### src/rtl/gpio_debounce.sv
// Two-flop synchronizer plus per-pin stability-counter debouncer with registered rise/fall/event pulses.
// Latency DEBOUNCE+2 clocks from capture at PRESCALE=1; free-running, no backpressure.
module gpio_debounce #(
  parameter int             NIN      = 16,
  parameter int             CW       = 16,
  parameter int             DEBOUNCE = 1000,
  parameter int             PRESCALE = 1,
  parameter logic [NIN-1:0] DEFAULT  = '0
) (
  input  logic           i_clk,
  input  logic           i_reset,
  input  logic [NIN-1:0] i_pins,
  output logic [NIN-1:0] o_gpio,
  output logic [NIN-1:0] o_rise,
  output logic [NIN-1:0] o_fall,
  output logic           o_event
);

  localparam int            PW     = (PRESCALE > 1) ? $clog2(PRESCALE) : 1;
  localparam logic [PW-1:0] P_LAST = PW'(PRESCALE - 1);
  localparam logic [CW-1:0] C_LAST = CW'(DEBOUNCE - 1);

  logic [NIN-1:0]         s1;
  logic [NIN-1:0]         s2;
  logic [PW-1:0]          p;
  logic                   tick;
  logic [NIN-1:0][CW-1:0] cnt;
  logic [NIN-1:0][CW-1:0] cnt_nxt;
  logic [NIN-1:0]         gpio_nxt;

  assign tick = (p == P_LAST);

  always_ff @(posedge i_clk or posedge i_reset) begin
    if (i_reset) begin
      s1 <= DEFAULT;
      s2 <= DEFAULT;
    end else begin
      s1 <= i_pins;
      s2 <= s1;
    end
  end

  always_ff @(posedge i_clk or posedge i_reset) begin
    if (i_reset)   p <= '0;
    else if (tick) p <= '0;
    else           p <= p + 1'b1;
  end

  // Any matching tick restarts the count, so only DEBOUNCE consecutive mismatches are accepted.
  always_comb begin
    gpio_nxt = o_gpio;
    cnt_nxt  = cnt;
    for (int i = 0; i < NIN; i++) begin
      if (tick) begin
        if (s2[i] == o_gpio[i]) begin
          cnt_nxt[i] = '0;
        end else if (cnt[i] == C_LAST) begin
          gpio_nxt[i] = s2[i];
          cnt_nxt[i]  = '0;
        end else begin
          cnt_nxt[i] = cnt[i] + CW'(1);
        end
      end
    end
  end

  always_ff @(posedge i_clk or posedge i_reset) begin
    if (i_reset) begin
      cnt     <= '0;
      o_gpio  <= DEFAULT;
      o_rise  <= '0;
      o_fall  <= '0;
      o_event <= 1'b0;
    end else begin
      cnt     <= cnt_nxt;
      o_gpio  <= gpio_nxt;
      o_rise  <= gpio_nxt & ~o_gpio;
      o_fall  <= ~gpio_nxt & o_gpio;
      o_event <= |(gpio_nxt ^ o_gpio);
    end
  end

endmodule

### config.mk
export PLATFORM = sky130hd
export DESIGN_NAME = gpio_debounce
export DESIGN_NICKNAME = d
export VERILOG_FILES = /design/src/rtl/gpio_debounce.sv
export SDC_FILE = /design/constraint.sdc
export NUM_CORES = 1
export LEC_CHECK = 0
export CELL_PAD_IN_SITES_DETAIL_PLACEMENT = 2
export CELL_PAD_IN_SITES_GLOBAL_PLACEMENT = 2
export CORE_MARGIN = 1.5
export CORE_UTILIZATION = 40
export DETAILED_ROUTE_END_ITERATION = 6
export PLACE_DENSITY_LB_ADDON = 0.1
export SLEW_MARGIN = 10
export SYNTH_ARGS = -nofsm -noshare
export SYNTH_HDL_FRONTEND = slang
export SYNTH_SLANG_ARGS = --single-unit
### constraint.sdc
create_clock -name i_clk -period 17.9 [get_ports i_clk]
set_input_delay 2.685 -clock i_clk [delete_from_list [all_inputs] [get_ports i_clk]]
set_output_delay 2.685 -clock i_clk [all_outputs]
set_load 0.02 [all_outputs]
==> metrics.md <==
| Metric | Value |
|---|---|
| Core area | `37800 sq um` |
| Post-synthesis sequential area ratio | `between 50% and 60%` |
| TritonCTS clock tree | `built` |
| Crit path launch type | `input port` |
| FF-to-FF Start | `cnt[160]` |
| Synth warnings | `0` |
| CTS resizes | `0` |
| Starting density of the core | `between 40% and 50%` |
| Max-cap viol count | `0` |
| Largest net degree at the start of global routing | `74` |
| Final wirelength | `roughly 38000 um` |
| Max transition margin | `around a third` |
| Worst VDD drop | `0.0543 mV` |
| Final setup margin | `13220 ps` |
| Reg area | `approximately 8400 sq um` |
| Dpl hpwl | `25300 um` |
| Clock Skew | `roughly 18 ps` |
| Yosys top cell area share | `54.6%` |
| Reg-to-reg setup timing slack | `14590 ps` |
| Crit Path Max Fanout | `slightly below 70` |
| Placement Rows | `between 70 and 80` |
| Clock Tree Root | `clkbuf_16` |
| Die W | `approximately 200 um` |
| Final setup viols | `0` |
| Full die area | `39800 sq um` |
| 1st-iter DRT viols | `approximately 450` |
| DR vias | `11300` |
| Top post-synthesis cells by area | `dfrtp_1 55%, xnor2_1 10%, nor2_1 6.9%` |
| Cells after Synth | `1501` |
| Syn Nets | `1567` |
| Die height | `around 200 um` |
| Layout area overhead | `16.6%` |
| Outcome | `finished clean` |
| Worst skew pair latency | `roughly 560 ps` |
| # DRC | `0` |
| Total global routing overflow | `0` |
| CP endpoint kind | `asynchronous set/reset pin` |
| # clock sinks | `337` |
| Postcts setup bufs | `0` |
| Most frequent cells in the layout | `337 x dfrtp_1, 282 x nor2_1, 178 x xnor2_1` |
| Fin Setup TNS | `0 ps` |
| Fin. max-slew vios | `0` |
| Min Tclk post-route | `~4700 ps` |
| Setup WS pre-CTS | `between 10000 and 15000 ps` |
| Final Cycle Share | `26.2%` |
| Max clock buf depth | `3` |
| Final ANT Viol Nets | `0` |
| Hold_sp | `s1[9]` |
| H-tree levels | `2` |
| Cell area after synthesis | `between 15000 and 20000 sq um` |
| Area leader, netlist | `dfrtp_1` |
| Drt first pass iters | `4` |
| First-pass GRT wire length | `roughly 65000 um` |
| Clock transition at path regs | `50 ps` |
| Asr flop ratio synth | `100%` |
| WL per Instance | `17.9 um` |
| # hold bufs at CTS | `0` |
| Vias per cell | `5.30` |
| Commonest non-fill, non-tap cell in the layout | `dfrtp_1` |
| Fmax | `around 210 MHz` |
| Worst setup path start | `i_reset` |
| Initial antenna violation count | `2` |
| Hold Crit Class | `reg -> reg` |
| Lkg Pwr | `about 0.0073 uW` |
| Final RePlAce weighted congestion | `0.742` |
| PwrDens | `roughly 90 nW/um^2` |
| RSZ-0062 raised after global routing | `false` |
| Area of the multi-input gates | `between 6000 and 7000 sq um` |
| IO Pins | `67` |
| Worst EP required | `18470 ps` |
| Fill cells | `3961` |
| Data arrival, critical path | `5250 ps` |
| Nets@finish | `roughly 1700` |
| Post-synth EDFFs | `0` |
| Worst Tran Pin Value | `~1000 ps` |
| Num CTS Buffers | `between 40 and 50` |
| Ant diodes | `0` |
| Port Buffers | `66` |
| Gr usage total | `20.2%` |
| Worst-case reg-to-reg path depth | `7` |
| Seq cells post-synth | `between 300 and 400` |
| Layout cells sized above 1 | `~6.6%` |
| Crit Path Category | `in -> async` |
| Yosys cell types | `40` |
| Top FF cell, synth | `dfrtp_1` |
| Min-Delay Endpoint | `s2[9]` |
| Reg-to-Reg End | `o_event` |
| Mean Syn Cell Area | `a little over 10 sq um` |
| Vias in the first global route | `between 10000 and 15000` |
| Hold violation total from the final report | `0` |
| WHS Path Cells | `0` |
critical path, stage by stage:
cell and delay, ps:
clkdlybuf4s50_1 490, inv_8 380, buf_4 780, buf_4 780
final cells by class:
class / count / area share (%)
Sequential cell: 337 / 46.8
Tap cell: 511 / 3.55
Timing Repair Buffer: 73 / 3.96
Clock buffer: 62 / 7.04
Clock inverter: 8 / 0.549
Multi-Input combinational cell: 1062 / 36.6
Inverter: 72 / 1.54
report_power, final:
| group | switching, uW | internal [uW] | total (uW) |
|---|---|---|---|
| Clock | 319 | 514 | 834 |
| Combinational | 35.1 | 14.6 | 49.7 |
| Sequential | 12.9 | 775 | 788 |
| Total | 367 | 1300 | 1670 |
cell families (layout without fill, tap and decap cells):
| kind of cell | count (synthesis) | count (layout) | synth area share [%] |
|---|---|---|---|
| flip-flops | 337 | 337 | 54.6 |
| XOR/XNOR | 225 | 225 | 12.8 |
| adder cells (fa/ha/maj) | 48 | 48 | 3.89 |
| buffers and inverters | 102 | 215 | 2.78 |
| AO/OA/AOI/OAI | 50 | 50 | 1.94 |
| multiplexers | 12 | 12 | 0.891 |
| AND/OR/NAND/NOR | 727 | 727 | 23.1 |
layer usage:
layer,GRT usage (%),share of wire [%],wire length [um]
met1,26.4,45,17000
met5,0,0.034,13
met2,33.9,49,18700
met3,3.32,3.4,1280
met4,6.77,2.7,1020
how the worst max path moves through the flow:
stage	endpoint	slack, ps
after floorplan	cnt[0]	5880
after global placement	cnt[76]	12520
after detailed placement	cnt[75]	12470
after CTS	cnt[75]	13070
after global routing	cnt[244]	12830
final	cnt[73]	13220
cell usage after synthesis (2+ instances only):
| cell | n |
|---|---|
| dfrtp_1 | 337 |
| nor2_1 | 282 |
| xnor2_1 | 178 |
| nand3_1 | 88 |
| nand4_1 | 73 |
| nand2_1 | 72 |
| inv_1 | 69 |
| nor3_1 | 65 |
| nor4_1 | 61 |
| ha_1 | 48 |
| xor2_1 | 47 |
| or4_1 | 30 |
| a21oi_1 | 16 |
| o21ai_0 | 14 |
| or3_1 | 14 |
| or2_2 | 12 |
| clkbuf_1 | 11 |
| buf_2 | 10 |
| o31ai_1 | 10 |
| buf_4 | 9 |
| and3_1 | 7 |
| o21a_1 | 7 |
| mux2_2 | 6 |
| nor4_2 | 6 |
| nand2b_1 | 5 |
| mux2i_1 | 4 |
| inv_2 | 3 |
| mux2_4 | 2 |
| nand2_2 | 2 |
| or2_1 | 2 |
| or4_4 | 2 |
flip-flops by register name, summed over array words and instances (netlist names):
name,flops
cnt,256
o_fall,16
o_gpio,16
o_rise,16
s1,16
s2,16
o_event,1
stage by stage:
stage               area, sq um  hold slack [ps]  util, %  cells  power, uW
CTS                       18000              350     47.6   2125       1700
floorplan                 15400              331        -   1501        833
finish                    18000              347     47.6   2125       1670
global placement          16600              333     44.0   2055        849
global route              18000              355     47.6   2125       1740
detailed placement        16600              337     44.0   2055        853
Note: power is estimated with default switching activity, not from simulation.
